<file path="src/rtl/imem_loader_pkg.sv">
// Shared definitions for the instruction-memory loader and the memory it fills.
package imem_loader_pkg;

    localparam int ADDR_W_DEF      = 12;
    localparam int DEPTH_WORDS_DEF = 1024;
    localparam int BYTES_PER_WORD  = 4;

    typedef enum logic [2:0] {
        S_IDLE   = 3'd0,
        S_LEN_LO = 3'd1,
        S_LEN_HI = 3'd2,
        S_DATA   = 3'd3,
        S_WRITE  = 3'd4,
        S_DONE   = 3'd5,
        S_ERR    = 3'd6
    } state_t;

endpackage

</file>
<file path="src/rtl/imem_loader_if.sv">
// Byte stream in, memory write port and status out. master = loader side.
interface imem_loader_if #(
    parameter int ADDR_W = imem_loader_pkg::ADDR_W_DEF
);
    logic              start;
    logic              in_valid;
    logic [7:0]        in_data;
    logic              in_ready;
    logic              mem_we;
    logic [ADDR_W-1:0] mem_addr;
    logic [31:0]       mem_wdata;
    logic              cpu_hold;
    logic              busy;
    logic              done;
    logic              error;

    modport master (
        input  start, in_valid, in_data,
        output in_ready, mem_we, mem_addr, mem_wdata, cpu_hold, busy, done, error
    );

    modport slave (
        output start, in_valid, in_data,
        input  in_ready, mem_we, mem_addr, mem_wdata, cpu_hold, busy, done, error
    );
endinterface

</file>
<file path="src/rtl/imem_loader_word_packer.sv">
// Packs bytes little-endian into a 32-bit shadow word. 'word' already includes
// the byte being accepted this cycle, and 'full' flags the byte that completes it,
// so the caller can capture a finished word on the same edge.
module imem_loader_word_packer
    import imem_loader_pkg::*;
(
    input  logic        clk,
    input  logic        rst,
    input  logic        clear,
    input  logic        byte_valid,
    input  logic [7:0]  byte_data,
    output logic [31:0] word,
    output logic        full
);
    logic [BYTES_PER_WORD-1:0][7:0] shadow;
    logic [BYTES_PER_WORD-1:0][7:0] merged;
    logic [1:0]                     byte_idx;

    // Merge the incoming byte into its lane so the completed word is visible early.
    always_comb begin
        merged = shadow;
        if (byte_valid) merged[byte_idx] = byte_data;
        full = byte_valid && (byte_idx == 2'd3);
    end

    assign word = merged;

    // Lane register and 2-bit index; the index wraps naturally after lane 3.
    always_ff @(posedge clk or posedge rst) begin
        if (rst) begin
            shadow   <= '0;
            byte_idx <= 2'd0;
        end else if (clear) begin
            shadow   <= '0;
            byte_idx <= 2'd0;
        end else if (byte_valid) begin
            shadow[byte_idx] <= byte_data;
            byte_idx         <= byte_idx + 2'd1;
        end
    end
endmodule

</file>
<file path="src/rtl/imem_loader.sv">
// Fills the instruction memory from a byte stream: 16-bit little-endian word
// count header, then little-endian 32-bit words. Holds the core in reset meanwhile.
module imem_loader
    import imem_loader_pkg::*;
#(
    parameter int ADDR_W      = ADDR_W_DEF,
    parameter int DEPTH_WORDS = DEPTH_WORDS_DEF
) (
    input logic           clk,
    input logic           rst,
    imem_loader_if.master bus
);
    if (DEPTH_WORDS != 2 ** (ADDR_W - 2)) begin : g_bad_depth
        $error("imem_loader: DEPTH_WORDS must equal 2**(ADDR_W-2)");
    end

    state_t            state;
    logic [15:0]       len;
    logic [ADDR_W-2:0] word_cnt;
    logic [15:0]       cnt_nx;
    logic [15:0]       len_full;
    logic              xfer;
    logic              can_start;
    logic              pk_full;
    logic [31:0]       pk_word;

    assign xfer      = bus.in_valid && bus.in_ready;
    assign can_start = bus.start && (state == S_IDLE || state == S_DONE || state == S_ERR);
    assign cnt_nx    = 16'(word_cnt) + 16'd1;
    assign len_full  = {bus.in_data, len[7:0]};

    imem_loader_word_packer u_packer (
        .clk        (clk),
        .rst        (rst),
        .clear      (can_start),
        .byte_valid (xfer && (state == S_DATA)),
        .byte_data  (bus.in_data),
        .word       (pk_word),
        .full       (pk_full)
    );

    // Load FSM; all outputs registered and set on the transition into each state.
    always_ff @(posedge clk or posedge rst) begin
        if (rst) begin
            state         <= S_IDLE;
            len           <= '0;
            word_cnt      <= '0;
            bus.in_ready  <= 1'b0;
            bus.mem_we    <= 1'b0;
            bus.mem_addr  <= '0;
            bus.mem_wdata <= '0;
            bus.cpu_hold  <= 1'b0;
            bus.busy      <= 1'b0;
            bus.done      <= 1'b0;
            bus.error     <= 1'b0;
        end else begin
            bus.done   <= 1'b0;
            bus.mem_we <= 1'b0;
            case (state)
                S_IDLE, S_DONE, S_ERR: begin
                    if (bus.start) begin
                        state        <= S_LEN_LO;
                        word_cnt     <= '0;
                        bus.error    <= 1'b0;
                        bus.cpu_hold <= 1'b1;
                        bus.busy     <= 1'b1;
                        bus.in_ready <= 1'b1;
                    end
                end
                S_LEN_LO: begin
                    if (xfer) begin
                        len[7:0] <= bus.in_data;
                        state    <= S_LEN_HI;
                    end
                end
                S_LEN_HI: begin
                    if (xfer) begin
                        len[15:8] <= bus.in_data;
                        if (len_full == 16'd0) begin
                            state        <= S_DONE;
                            bus.done     <= 1'b1;
                            bus.cpu_hold <= 1'b0;
                            bus.busy     <= 1'b0;
                            bus.in_ready <= 1'b0;
                        end else if (len_full > 16'(DEPTH_WORDS)) begin
                            state        <= S_ERR;
                            bus.error    <= 1'b1;
                            bus.cpu_hold <= 1'b0;
                            bus.busy     <= 1'b0;
                            bus.in_ready <= 1'b0;
                        end else begin
                            state <= S_DATA;
                        end
                    end
                end
                S_DATA: begin
                    // Fourth byte: capture address and finished word for the write cycle.
                    if (pk_full) begin
                        state         <= S_WRITE;
                        bus.mem_we    <= 1'b1;
                        bus.mem_addr  <= {word_cnt[ADDR_W-3:0], 2'b00};
                        bus.mem_wdata <= pk_word;
                        bus.in_ready  <= 1'b0;
                    end
                end
                S_WRITE: begin
                    word_cnt <= cnt_nx[ADDR_W-2:0];
                    if (cnt_nx == len) begin
                        state        <= S_DONE;
                        bus.done     <= 1'b1;
                        bus.cpu_hold <= 1'b0;
                        bus.busy     <= 1'b0;
                    end else begin
                        state        <= S_DATA;
                        bus.in_ready <= 1'b1;
                    end
                end
                default: state <= S_IDLE;
            endcase
        end
    end
endmodule

</file>
<file path="src/flat_wrapper.sv">
// flat-port wrapper written by rule: the top's interface ports become plain ports
module imem_loader_flat import imem_loader_pkg::*;
#(
    parameter int ADDR_W      = ADDR_W_DEF,
    parameter int DEPTH_WORDS = DEPTH_WORDS_DEF
)
  (clk, rst, bus_start, bus_in_valid, bus_in_data, bus_in_ready, bus_mem_we, bus_mem_addr, bus_mem_wdata, bus_cpu_hold, bus_busy, bus_done, bus_error);
  imem_loader_if #(.ADDR_W(ADDR_W)) bus_i ();
  input logic clk;
  input logic rst;
  input wire logic [$bits(bus_i.start)-1:0] bus_start;
  input wire logic [$bits(bus_i.in_valid)-1:0] bus_in_valid;
  input wire logic [$bits(bus_i.in_data)-1:0] bus_in_data;
  output wire logic [$bits(bus_i.in_ready)-1:0] bus_in_ready;
  output wire logic [$bits(bus_i.mem_we)-1:0] bus_mem_we;
  output wire logic [$bits(bus_i.mem_addr)-1:0] bus_mem_addr;
  output wire logic [$bits(bus_i.mem_wdata)-1:0] bus_mem_wdata;
  output wire logic [$bits(bus_i.cpu_hold)-1:0] bus_cpu_hold;
  output wire logic [$bits(bus_i.busy)-1:0] bus_busy;
  output wire logic [$bits(bus_i.done)-1:0] bus_done;
  output wire logic [$bits(bus_i.error)-1:0] bus_error;
  assign bus_i.start = bus_start;
  assign bus_i.in_valid = bus_in_valid;
  assign bus_i.in_data = bus_in_data;
  assign bus_in_ready = bus_i.in_ready;
  assign bus_mem_we = bus_i.mem_we;
  assign bus_mem_addr = bus_i.mem_addr;
  assign bus_mem_wdata = bus_i.mem_wdata;
  assign bus_cpu_hold = bus_i.cpu_hold;
  assign bus_busy = bus_i.busy;
  assign bus_done = bus_i.done;
  assign bus_error = bus_i.error;
  imem_loader #(.ADDR_W(ADDR_W), .DEPTH_WORDS(DEPTH_WORDS)) u_core (.clk(clk), .rst(rst), .bus(bus_i));
endmodule
</file>
<file path="config.mk">
export PLATFORM = sky130hd
export DESIGN_NAME = imem_loader_flat
export DESIGN_NICKNAME = d
export VERILOG_FILES = /design/src/rtl/imem_loader_pkg.sv /design/src/rtl/imem_loader_if.sv /design/src/rtl/imem_loader_word_packer.sv /design/src/rtl/imem_loader.sv /design/src/flat_wrapper.sv
export SDC_FILE = /design/constraint.sdc
export NUM_CORES = 1
export LEC_CHECK = 0
export CAP_MARGIN = 20
export CORE_UTILIZATION = 29
export DETAILED_ROUTE_END_ITERATION = 7
export GPL_TIMING_DRIVEN = 0
export PLACE_DENSITY = 0.52
export SYNTH_ARGS = -nofsm -noshare
export SYNTH_HDL_FRONTEND = slang
export SYNTH_SLANG_ARGS = --single-unit
</file>
<file path="constraint.sdc">
create_clock -name clk -period 2.8 [get_ports clk]
set_input_delay 0.28 -clock clk [delete_from_list [all_inputs] [get_ports clk]]
set_output_delay 0.28 -clock clk [all_outputs]
set_load 0.02 [all_outputs]
</file>
After elaboration in Yosys (flattened, before gate mapping) --
Cells that the tools add are included.
Word-level totals: bits in registers 111, bits of input ports 12, output and inout port bits 50, word-level logic and storage cells 98
Operators by class: $add $sub $neg 2, order comparisons 3, equal/unequal tests 17, muxes and demuxes 37, reduce and logical (&&, ||, !) cells 23
Operators by type and width (number):
- $mux 32 | 2
- $bwmux 32 | 1
- $pmux 11 s2 | 1
- $mux 3 | 7
- $demux 8 s2 | 1
- $eq 16x16->1 | 1
- $gt 16x11->1 const B | 1
- $logic_not 16->1 | 1
- $mux 1 | 16
- $pmux 3 s5 | 1
- $add 11x1->12 const B | 1
- $mux 11 | 1
- $ne 2x1->1 const B | 5
- $reduce_and 5->1 | 2
- $eq 3x3->1 const B | 3
- $mux 8 | 1
- $reduce_and 2->1 | 4
- $eq 3x2->1 const B | 2
- $ne 2x2->1 const B | 3
- $reduce_and 6->1 | 1
- $reduce_bool 2->1 | 3
- $logic_and 1x1->1 | 5
- $mux 2 | 2
- $pmux 1 s2 | 2
- 14 further kinds | 15

Depth between registers and ports, before layout --
depth after elaboration 7, gate-level depth with buffers 7, mapped depth without buffers 6

Cells and area by module --
From an unflattened synthesis, not the netlist that was laid out.
Second synthesis, totals: cell total of the unflattened synthesis 577, area, all modules 5786.8 sq um
Modules (own cells, without submodules):
- imem_loader | instances 1, cells an instance 414, area each 3729.8 sq um, seq. area each 1926.8 sq um
- imem_loader_word_packer | instances 1, cells an instance 163, area each 2057.0 sq um, seq. area each 850.8 sq um

Worst setup path before layout --
OpenSTA, ideal clock, no wires.
path type register -> register, start register u_core.len[1], end register u_core.state[1], setup time 0.143 ns, arrival 1.953 ns, data required time 2.657 ns, slack 0.703 ns, stages on the path, launching flop included 6, buffers on the path 0, period minus slack after synthesis 2.097 ns, cells stage by stage dfrtp_1 > or4_4 > or3_1 > or3_1 > a221oi_2 > o211ai_1
Between the ends: word-level cells in the longest chain between the ends 4, elaborated cells on any way between the ends 6, those cells by class 1 x eq/ne; 4 x mux; 1 x reduce/logical
RTL lines:
- from (decl) | RTL line imem_loader.sv:18 | logic [15:0] len;
- from (signal assigned) | RTL line imem_loader.sv:72 | len[7:0] <= bus.in_data;
- $logic_not 16->1 | RTL line imem_loader.sv:79 | if (len_full == 16'd0) begin
- $mux 3 | RTL line imem_loader.sv:79
- $mux 3 | RTL line imem_loader.sv:77 | if (xfer) begin
- $pmux 3 s5 * | RTL line imem_loader.sv:59 | case (state)
- to (signal assigned) | RTL line imem_loader.sv:62 | state <= S_LEN_LO;
- to (signal assigned) | RTL line imem_loader.sv:80 | state <= S_DONE;
- to (signal assigned) | RTL line imem_loader.sv:86 | state <= S_ERR;
- to (decl) | RTL line imem_loader.sv:17 | state_t state;
Mark *: on every way between the ends. The rest lies on a longest branch, timed or not. The select of a mux whose other input is x is not followed. A chain may end at the register's enable or synchronous reset.

Worst setup path after layout --
start register u_core.word_cnt[0], end register u_core.bus.done
Between the ends: word-level cells in the longest chain between the ends 4
RTL lines:
- from (decl) | RTL line imem_loader.sv:19 | logic [ADDR_W-2:0] word_cnt;
- from (signal assigned) | RTL line imem_loader.sv:107 | word_cnt <= cnt_nx[ADDR_W-2:0];
- $add 11x1->12 | RTL line imem_loader.sv:29 | assign cnt_nx = 16'(word_cnt) + 16'd1;
- $eq 16x16->1 | RTL line imem_loader.sv:108 | if (cnt_nx == len) begin
- $mux 1 | RTL line imem_loader.sv:108
- $pmux 1 s2 | RTL line imem_loader.sv:59
- to (signal assigned) | RTL line imem_loader.sv:54 | bus.done <= 1'b0;
- to (signal assigned) | RTL line imem_loader.sv:57 | bus.done <= 1'b0;
- to (signal assigned) | RTL line imem_loader.sv:110 | bus.done <= 1'b1;
- to (decl) | RTL line imem_loader_if.sv:19 | output in_ready, mem_we, mem_addr, mem_wdata, cpu_hold, busy, done, error
Every way passes these cells.

==> out/results.txt <==
Status -> finished clean
Worst Setup End Kind -> flop
Cell with the most instances after synthesis -> dfrtp_1
Critical path class -> flop to flop
Post-Place Setup Slack -> 0.00848 ns
Hold Vio Cnt, Final -> 0
Die height -> 129 um
Fmax -> 412 MHz
Sequential-to-total area share from yosys stat -> 54.8%
Pwr/cell area -> 485 nW/um^2
P_leak -> 2.85 nW
Worst vdd ir -> 0.000357 V
Drt pass-1 iters -> 4
Max cap viols -> 0
Proportion of layout cells with a drive suffix above 1 -> 9.36%
Startpoint types -> flop
TritonCTS Buffers -> 9
Post-CTS sizing -> 0
Async S/R FF share, synth -> 100%
Antenna Cells -> 0
Synth Instances -> 469
Nets -> 558
Initial Util -> 29.7%
EDFF count, synth -> 0
Clock Latency Late Sink -> 0.35 ns
Overall power -> 2.86 mW
Worst path required time -> 3.02 ns
Hold Crit Class -> input pin to async pin
Fin crit share -> 86.6%
Yosys top cell by area -> dfrtp_1
# port buffers -> 58
#FFs+latches synth -> 103
Clock Pin Slew Worst Setup and Hold Paths -> 0.07 ns
Io pins -> 62
WP data arrival -> 2.65 ns
Num rows -> 46
Synth cell types -> 49
Die X -> 129 um
Wirelength, routed -> 11.7 mm
Post-Syn Area -> 4700 sq um
Worst setup margin -> 0.375 ns
Synth area leaders -> dfrtp_1 55%, nand2_1 7.7%, mux2i_1 5.1%
CTS tree -> done
H-tree depth -> 3
Placer Congestion -> 0.872
Clk_skew -> 0.00769 ns
First-pass GRT wire length -> 19.7 mm
Post-synth top cells -> 103 x dfrtp_1, 97 x nand2_1, 41 x o21ai_0
Synth Flop Type -> dfrtp_1
Slew @ Worst Pin -> 0.879 ns
Hold-fix buffers at CTS -> 0
Initial drt markers -> 143
Vias in the first global route -> 3656
Worst-path fanout max -> 7
DRT antenna net count -> 0
Largest net degree at the start of global routing -> 40
Dpl hpwl -> 8.22 mm
Design area -> 5900 sq um
Tmin final -> 2.42 ns
# Post-CTS Setup Buffers -> 0
Final core utilization -> 37.3%
Die area -> 16700 sq um
Clock sinks -> 103
Total gr overflow -> 0
Initial antenna violation count -> 0
Slew Viols, Final -> 0
Maximum root-to-sink buffer count -> 2
Slew margin rel. -> 41.2%
Vias per inst -> 4.68
Overall global routing resource usage -> 15.6%
Post-synth top area share -> 54.8%
Mean routed wirelength per cell -> 15.4 um
Area Overhead vs Synth -> 25.6%
Vias post-DR -> 3563
Placed Area -> 5600 sq um
RSZ-0062 raised after global routing -> false
Remaining DRCs -> 0
Average size of a mapped cell -> 10.0 sq um
Finish-stage setup viols -> 0
Root Buffer Master -> clkbuf_16
Synth warn -> 0
Core region area -> 15800 sq um
-- cell usage in the layout, fill, tap and decap left out, drive strengths merged, types with 7 or more instances in the layout --
master,instances
buf,16
clkbuf,26
clkdlybuf4s50,58
dfrtp,103
inv,8
mux2,16
mux2i,24
nand2,97
nand3,7
nor2,40
o21ai,42
o31ai,7
xnor2,13
xor2,8
-- state kept, by name (all words and copies together), names as in the netlist --
name	flops
u_core.state	3
u_core.u_packer.byte_idx	2
u_core.len	16
u_core.u_packer.shadow	24
u_core.bus.mem_we	1
u_core.word_cnt	11
u_core.bus.mem_addr	10
u_core.bus.error	1
u_core.bus.mem_wdata	32
u_core.bus.cpu_hold	1
u_core.bus.done	1
u_core.bus.in_ready	1
-- worst paths after layout --
path | from | end | slack (ns) | cells after the start
worst max-delay path | u_core.word_cnt[0]$_DFFE_PP0P_ | u_core.bus.done$_DFF_PP0_ | 0.38 | 6
worst min-delay path | rst | u_core.bus.mem_wdata[20]$_DFFE_PP0P_ | 0.44 | 2
worst max register to register | u_core.word_cnt[0]$_DFFE_PP0P_ | u_core.bus.done$_DFF_PP0_ | 0.38 | 6
worst min register to register | u_core.bus.mem_addr[6]$_DFFE_PP0P_ | u_core.bus.mem_addr[6]$_DFFE_PP0P_ | 0.47 | 2
max in group asynchronous | rst | u_core.bus.mem_addr[10]$_DFFE_PP0P_ | 1.70 | 3
min in group clk | u_core.bus.mem_addr[6]$_DFFE_PP0P_ | u_core.bus.mem_addr[6]$_DFFE_PP0P_ | 0.47 | 2
-- power breakdown --
| part | switching (mW) | internal (mW) |
|---|---|---|
| Clock | 0.560 | 0.720 |
| Combinational | 0.0631 | 0.0309 |
| Sequential | 0.00181 | 1.49 |
-- worst max-delay path, stage by stage, from the launching register on --
cell      delay [ns]
dfrtp_1         0.47
ha_1            0.31
nand3_2         0.15
nor4_1          0.30
o211ai_1        0.13
or4_1           0.54
o41ai_1         0.40
-- area by class of cell --
| type | count | area (sq um) |
|---|---|---|
| Tap cell | 216 | 270 |
| Timing Repair Buffer | 60 | 621 |
| Multi-Input combinational cell | 329 | 1960 |
| Clock inverter | 5 | 63.8 |
| Buffer | 30 | 131 |
| Inverter | 8 | 33.8 |
| Clock buffer | 10 | 239 |
| Sequential cell | 103 | 2580 |
| Fill cell | 1583 | 9930 |
-- metal layers --
metal / part of all wire [%] / GRT usage (%)
met1: 46 / 19.9
met2: 48 / 26.2
met3: 4.6 / 4.38
met4: 0.74 / 3.81
met5: 0 / 0
-- metrics by stage --
step                      cells  hold slack [ns]  setup TNS (ns)
after floorplan             470            0.385               0
after global placement      744            0.459         -0.0219
after detailed placement    746            0.463               0
after CTS                   761            0.450               0
after global routing        761            0.490               0
final                       761            0.435               0
-- kinds of logic (layout without fill, tap and decap cells) --
| logic type | Yosys count | in the layout | share of synthesized area, % |
|---|---|---|---|
| compound gates | 78 | 78 | 10.3 |
| fa+ha+maj | 5 | 5 | 1.33 |
| buf+inv | 38 | 113 | 3.43 |
| flops | 103 | 103 | 54.8 |
| xor+xnor | 21 | 21 | 3.91 |
| mux | 40 | 40 | 8.95 |
| simple gates | 183 | 183 | 17.2 |
| other cells | 1 | 2 | 0.0798 |
Note: power is estimated with default switching activity, not from simulation.
